[src/rtl/bp_pkg.sv]
// Shared definitions for the branch predictor slice: counter state encoding,
// default queue depth and the saturation limit helper for statistics counters.
package bp_pkg;

    typedef enum logic [1:0] {
        STRONG_NT = 2'b00,
        WEAK_NT   = 2'b01,
        WEAK_T    = 2'b10,
        STRONG_T  = 2'b11
    } bp_ctr_t;

    localparam int BP_DEFAULT_DEPTH = 4;

    // All-ones value of a w-bit counter, usable in constant expressions.
    function automatic logic [31:0] cnt_sat_max(input int unsigned w);
        logic [31:0] m;
        m = '0;
        for (int i = 0; i < 32; i++) begin
            if (i < w) m[i] = 1'b1;
        end
        return m;
    endfunction

endpackage

[src/rtl/bp_fifo.sv]
// 1-bit wide in-order queue of predictions; full/empty derive from the
// occupancy counter so pointers may simply wrap modulo DEPTH.
module bp_fifo #(
    parameter int DEPTH = 4
) (
    input  logic                   clk,
    input  logic                   rst,
    input  logic                   push,
    input  logic                   din,
    input  logic                   pop,
    input  logic                   clear,
    output logic                   dout,
    output logic [$clog2(DEPTH):0] occupancy,
    output logic                   full,
    output logic                   empty
);
    localparam int AW = $clog2(DEPTH);
    localparam int OW = AW + 1;

    logic [DEPTH-1:0] mem;
    logic [AW-1:0]    wr_ptr;
    logic [AW-1:0]    rd_ptr;
    logic             do_push;
    logic             do_pop;

    assign full    = (occupancy == OW'(DEPTH));
    assign empty   = (occupancy == '0);
    assign dout    = mem[rd_ptr];
    assign do_push = push && !full;
    assign do_pop  = pop && !empty;

    always_ff @(posedge clk or posedge rst) begin
        if (rst) begin
            mem       <= '0;
            wr_ptr    <= '0;
            rd_ptr    <= '0;
            occupancy <= '0;
        end else if (clear) begin
            wr_ptr    <= '0;
            rd_ptr    <= '0;
            occupancy <= '0;
        end else begin
            if (do_push) begin
                mem[wr_ptr] <= din;
                wr_ptr      <= wr_ptr + 1'b1;
            end
            if (do_pop) rd_ptr <= rd_ptr + 1'b1;
            case ({do_push, do_pop})
                2'b10:   occupancy <= occupancy + 1'b1;
                2'b01:   occupancy <= occupancy - 1'b1;
                default: occupancy <= occupancy;
            endcase
        end
    end

endmodule

[src/rtl/branch_resolve_unit.sv]
// Tracks in-flight predictions, compares each against its resolved outcome,
// trains the predictor, flushes on mispredict and keeps saturating statistics.
module branch_resolve_unit
    import bp_pkg::*;
#(
    parameter int DEPTH = BP_DEFAULT_DEPTH,
    parameter int CNT_W = 16
) (
    input  logic                   clk,
    input  logic                   rst,
    input  logic                   req,
    output logic                   req_ready,
    input  logic                   pred_in,
    input  logic                   res_valid,
    input  logic                   res_taken,
    output logic                   upd_result,
    output logic                   upd_taken,
    output logic                   mispredict,
    output logic [$clog2(DEPTH):0] occupancy,
    output logic [CNT_W-1:0]       branch_cnt,
    output logic [CNT_W-1:0]       mispred_cnt,
    output logic                   err
);
    localparam int OW = $clog2(DEPTH) + 1;
    localparam int IW = OW + 1;
    localparam logic [CNT_W-1:0] CNT_MAX = CNT_W'(cnt_sat_max(CNT_W));

    logic          req_d;
    logic          req_acc;
    logic          head;
    logic          fifo_full;
    logic          fifo_empty;
    logic          do_pop;
    logic          do_push;
    logic          flush;
    logic [IW-1:0] inflight;

    // Handshake: a request is taken on any edge where req && req_ready; the
    // slot is reserved at that point so the prediction arriving one cycle
    // later always has room. A req while req_ready is low is dropped (err).
    assign inflight  = {1'b0, occupancy} + IW'(req_d);
    assign req_ready = inflight < IW'(DEPTH);
    assign req_acc   = req && req_ready;

    assign do_pop  = res_valid && !fifo_empty;
    assign flush   = do_pop && (head != res_taken);
    // The capture landing on a flush edge belongs to the wrong path.
    assign do_push = req_d && !flush && !fifo_full;

    bp_fifo #(
        .DEPTH(DEPTH)
    ) u_fifo (
        .clk       (clk),
        .rst       (rst),
        .push      (do_push),
        .din       (pred_in),
        .pop       (do_pop),
        .clear     (flush),
        .dout      (head),
        .occupancy (occupancy),
        .full      (fifo_full),
        .empty     (fifo_empty)
    );

    always_ff @(posedge clk or posedge rst) begin
        if (rst) begin
            req_d       <= 1'b0;
            upd_result  <= 1'b0;
            upd_taken   <= 1'b0;
            mispredict  <= 1'b0;
            branch_cnt  <= '0;
            mispred_cnt <= '0;
            err         <= 1'b0;
        end else begin
            req_d      <= req_acc && !flush;
            upd_result <= do_pop;
            upd_taken  <= do_pop && res_taken;
            mispredict <= flush;
            if (do_pop && branch_cnt != CNT_MAX) branch_cnt <= branch_cnt + 1'b1;
            if (flush && mispred_cnt != CNT_MAX) mispred_cnt <= mispred_cnt + 1'b1;
            if ((req && !req_ready) || (res_valid && fifo_empty)) err <= 1'b1;
        end
    end

endmodule

[config.mk]
export PLATFORM = sky130hd
export DESIGN_NAME = branch_resolve_unit
export DESIGN_NICKNAME = d
export VERILOG_FILES = /design/src/rtl/bp_pkg.sv /design/src/rtl/bp_fifo.sv /design/src/rtl/branch_resolve_unit.sv
export SDC_FILE = /design/constraint.sdc
export NUM_CORES = 1
export LEC_CHECK = 0
export ABC_CLOCK_PERIOD_IN_PS = 6400
export BUFFER_PORTS_ARGS = -buffer_cell sky130_fd_sc_hd__buf_2
export CAP_MARGIN = 15
export CORE_MARGIN = 10
export CORE_UTILIZATION = 35
export CTS_CLUSTER_DIAMETER = 100
export CTS_CLUSTER_SIZE = 28
export DETAILED_ROUTE_END_ITERATION = 8
export PLACE_DENSITY = 0.52
export SYNTH_ARGS = -nofsm -noshare
export SYNTH_HDL_FRONTEND = slang
export SYNTH_SLANG_ARGS = --single-unit
[constraint.sdc]
create_clock -name clk -period 6.4 [get_ports clk]
set_input_delay 1.92 -clock clk [delete_from_list [all_inputs] [get_ports clk]]
set_output_delay 1.92 -clock clk [all_outputs]
set_load 0.005 [all_outputs]
==> impl_metrics.json <==
{
  "hold_path_class": "reg -> reg",
  "cts_tree": "done",
  "register_bit_total_from_synthesis": 48,
  "antenna-diode-count": 0,
  "drt-vias-per-instance": 4.954,
  "port_buffers": 45,
  "drive_gt1_frac": 0.2869,
  "layout.core_utilization": 0.4301,
  "ctsLongestPathBuffers": 2,
  "place.gp.congestion": 0.7296,
  "syn2layout_area_growth_pct": 18.52,
  "setup-tns-final_ns": 0,
  "initial_core_util": 0.3629,
  "timing.clock.skew_ns": 0.009785,
  "die_width_um": 101.4,
  "cts-htree-levels": 2,
  "clock_transition_time_at_the_flip_flop_clock_pins_of_the_worst_setup_and_hold_paths_ns": 0.09,
  "avgRoutedWirePerCell_um": 14.85,
  "first_global_vias": 1650,
  "timing.critical_path.arrival_ns": 3.58,
  "detailedPlacementHpwl_um": 3597,
  "outcome": "completed",
  "crit_chain": "buf_2 -> nand2b_1 -> inv_2 -> nand3_1 -> nor4_1 -> nand3_1 -> xnor2_1",
  "clock_insertion_delay_worst_skew_ns": 0.30,
  "die-height_um": 101.4,
  "clock_sinks": 48,
  "worstMarginPinSlew_ns": 0.5456,
  "all_layer_global_routing_usage": 0.1001,
  "syn-cell-area_um2": 2317,
  "routed_wl_um": 4871,
  "layout_worst_path_cycle_share": 0.5299,
  "crit_path_start_kind": "primary input",
  "setup_slack_ns": 3.008,
  "rows": 29,
  "worst_slack_at_placement_ns": 2.667,
  "num_io_pins": 46,
  "max_freq_mhz": 294.9,
  "pwr_density_cell_nw_per_um2": 369.8,
  "rsz0062_at_grt": "no",
  "layout.filler_cells": 658,
  "post_synth_num_cell_types": 38,
  "post_synth.cell_area_avg_um2": 11.64,
  "p_total_mw": 1.016,
  "synth_cells": 199,
  "worst-path-buf-inv": 2,
  "number_of_hold_repair_buffers_added_at_the_cts_stage": 0,
  "cts_made_buffers": 5,
  "post_cts.resized_instances": 0,
  "slowest_library_cell_on_the_worst_path": "sky130_fd_sc_hd__nor4_1",
  "dr.pass1.iters": 4,
  "grt_overflow_total": 0,
  "die_area_um2": 10270,
  "cpLargestDelayFamily": "simple AND/OR/NAND/NOR gates",
  "antenna_found_initial": 0,
  "root_buffer": "sky130_fd_sc_hd__clkbuf_8",
  "critical_path.most_common_cell": "sky130_fd_sc_hd__nand3_1",
  "core_outline_area_um2": 6386,
  "final_hold_viol_count": 0,
  "syn_nets": 212,
  "whs_ns": 0.4882,
  "synth_warnings": 0,
  "worst-setup-path-type": "in -> reg",
  "leakagePower_nw": 1.337,
  "relSlewSlack": 0.6329,
  "synth-seq-area-share": 0.5184,
  "max_cap_viol_count": 0,
  "vdd_ir_drop_max_uv": 170.2,
  "drtAntennaViolNets": 0,
  "maxSlewViolCount": 0,
  "cts_setup_buffers": 0,
  "delay_of_the_slowest_cell_on_the_worst_path_ns": 0.53,
  "initialDrtViolationCount": 69,
  "endpoint_kind": "register",
  "vias": 1625,
  "drc": 0,
  "crit_path_required_time_ns": 6.59,
  "min_period_ns": 3.392,
  "critical_path_peak_fanout": 13,
  "nNetsFinal": 263,
  "timing.final.setup_violations": 0,
  "wire_length_of_the_first_global_routing_pass_um": 8369,
  "largest_net_degree_at_the_start_of_global_routing": 49
}
[metal layers]
| metal | global-route usage | wire, µm | vias up |
|---|---|---|---|
| met5 | 0 | 0 | - |
| met4 | 0.03215 | 57 | 0 |
| met3 | 0.03880 | 327 | 6 |
| met2 | 0.1509 | 2281 | 37 |
| met1 | 0.1288 | 2205 | 773 |
| li1 | - | - | 809 |
[cell usage in the layout (no fill, tap or decap), types with 6 or more instances in the layout]
master / netlist / routed
sky130_fd_sc_hd__xnor2_1: 22 / 22
sky130_fd_sc_hd__nand4_1: 9 / 9
sky130_fd_sc_hd__nand2_1: 15 / 15
sky130_fd_sc_hd__buf_2: 2 / 45
sky130_fd_sc_hd__and3_1: 14 / 14
sky130_fd_sc_hd__mux2_2: 8 / 8
sky130_fd_sc_hd__ha_1: 6 / 6
sky130_fd_sc_hd__nand3_1: 14 / 14
sky130_fd_sc_hd__clkbuf_8: 0 / 6
sky130_fd_sc_hd__xor2_1: 9 / 9
sky130_fd_sc_hd__dfrtp_1: 48 / 48
[cells in the mapped netlist (all sizes together)]
library cell / number / area (µm²)
mux2i: 1 / 10.01
a21oi: 3 / 15.01
nand3: 14 / 70.07
or4b: 1 / 13.76
and2: 2 / 12.51
nor3: 3 / 20.02
mux2: 8 / 90.09
o221ai: 1 / 8.760
o31ai: 2 / 15.01
and4: 5 / 43.79
xor2: 9 / 78.83
o21ai: 5 / 25.02
a21boi: 1 / 7.510
ha: 6 / 75.07
dfrtp: 48 / 1201
fa: 1 / 20.02
a311oi: 1 / 26.28
a41oi: 1 / 8.760
a31oi: 2 / 12.51
clkbuf: 1 / 3.750
and3: 14 / 87.58
a211oi: 1 / 7.510
nand2b: 2 / 20.02
nor2: 6 / 25.03
nand4: 9 / 56.30
nand2: 15 / 56.30
a22o: 1 / 8.760
xnor2: 23 / 220.2
nor4: 1 / 6.260
buf: 2 / 10.01
nor4b: 1 / 8.760
inv: 8 / 30.03
mux4: 1 / 22.52
[cell type report]
| type | count | area (µm²) | share of cell area |
|---|---|---|---|
| sequential | 48 | 1201 | 0.4374 |
| multi-input combinational | 140 | 1072 | 0.3904 |
| timing repair buffer | 47 | 252.7 | 0.09203 |
| tap | 77 | 96.34 | 0.03508 |
| clock buffer | 7 | 86.33 | 0.03144 |
| inverter | 8 | 30.03 | 0.01093 |
| clock inverter | 1 | 7.507 | 0.002733 |
[report_power, final]
part	switching, mW	internal (mW)
registers	0.0832	0.381
clock network	0.0969	0.0879
logic	0.189	0.178
[path summary, 6_finish.rpt]
| kind | depth (start not counted) | end | slack [ns] | startpoint |
|---|---|---|---|---|
| setup reg to reg | 7 | u_fifo.occupancy[2] | 3.89 | u_fifo.rd_ptr[0] |
| hold / removal | 1 | branch_cnt[6] | 0.49 | branch_cnt[6] |
| min in group asynchronous | 2 | branch_cnt[15] | 1.57 | rst |
| setup / recovery | 7 | branch_cnt[12] | 3.01 | res_valid |
| max in group asynchronous | 3 | mispred_cnt[10] | 4.33 | rst |
| hold reg to reg | 1 | branch_cnt[6] | 0.49 | branch_cnt[6] |
[kinds of logic after synthesis]
logic type                 Yosys count  synth area share
xor gates and xnor gates            32            0.1291
and+or+nand+nor                     73            0.1814
adders and majority gates            7           0.04104
buffers and inverters               11           0.01890
DFF                                 48            0.5184
AOI/OAI and AO/OA                   18           0.05832
muxes                               10           0.05292
[worst reg2reg max path, cell delays in order (launching register included)]
cell and delay (ns):
sky130_fd_sc_hd__dfrtp_1 0.41, sky130_fd_sc_hd__mux4_2 0.58, sky130_fd_sc_hd__xnor2_4 0.33, sky130_fd_sc_hd__a21oi_1 0.18
sky130_fd_sc_hd__fa_1 0.45, sky130_fd_sc_hd__nand3_1 0.09, sky130_fd_sc_hd__o221ai_1 0.10, sky130_fd_sc_hd__mux2_2 0.28
[through the flow]
stage / cells / instance area, µm²
finish: 328 / 2746
global route: 328 / 2746
CTS: 327 / 2726
detailed placement: 319 / 2633
global placement: 319 / 2633
floorplan: 199 / 2317
[flip-flops by register name, indices dropped and copies added (netlist names), 2 cells and up]
register          cells
branch_cnt           16
mispred_cnt          16
u_fifo.mem            4
u_fifo.occupancy      3
u_fifo.rd_ptr         2
u_fifo.wr_ptr         2
No activity file was read; power rests on OpenSTA's default activity.
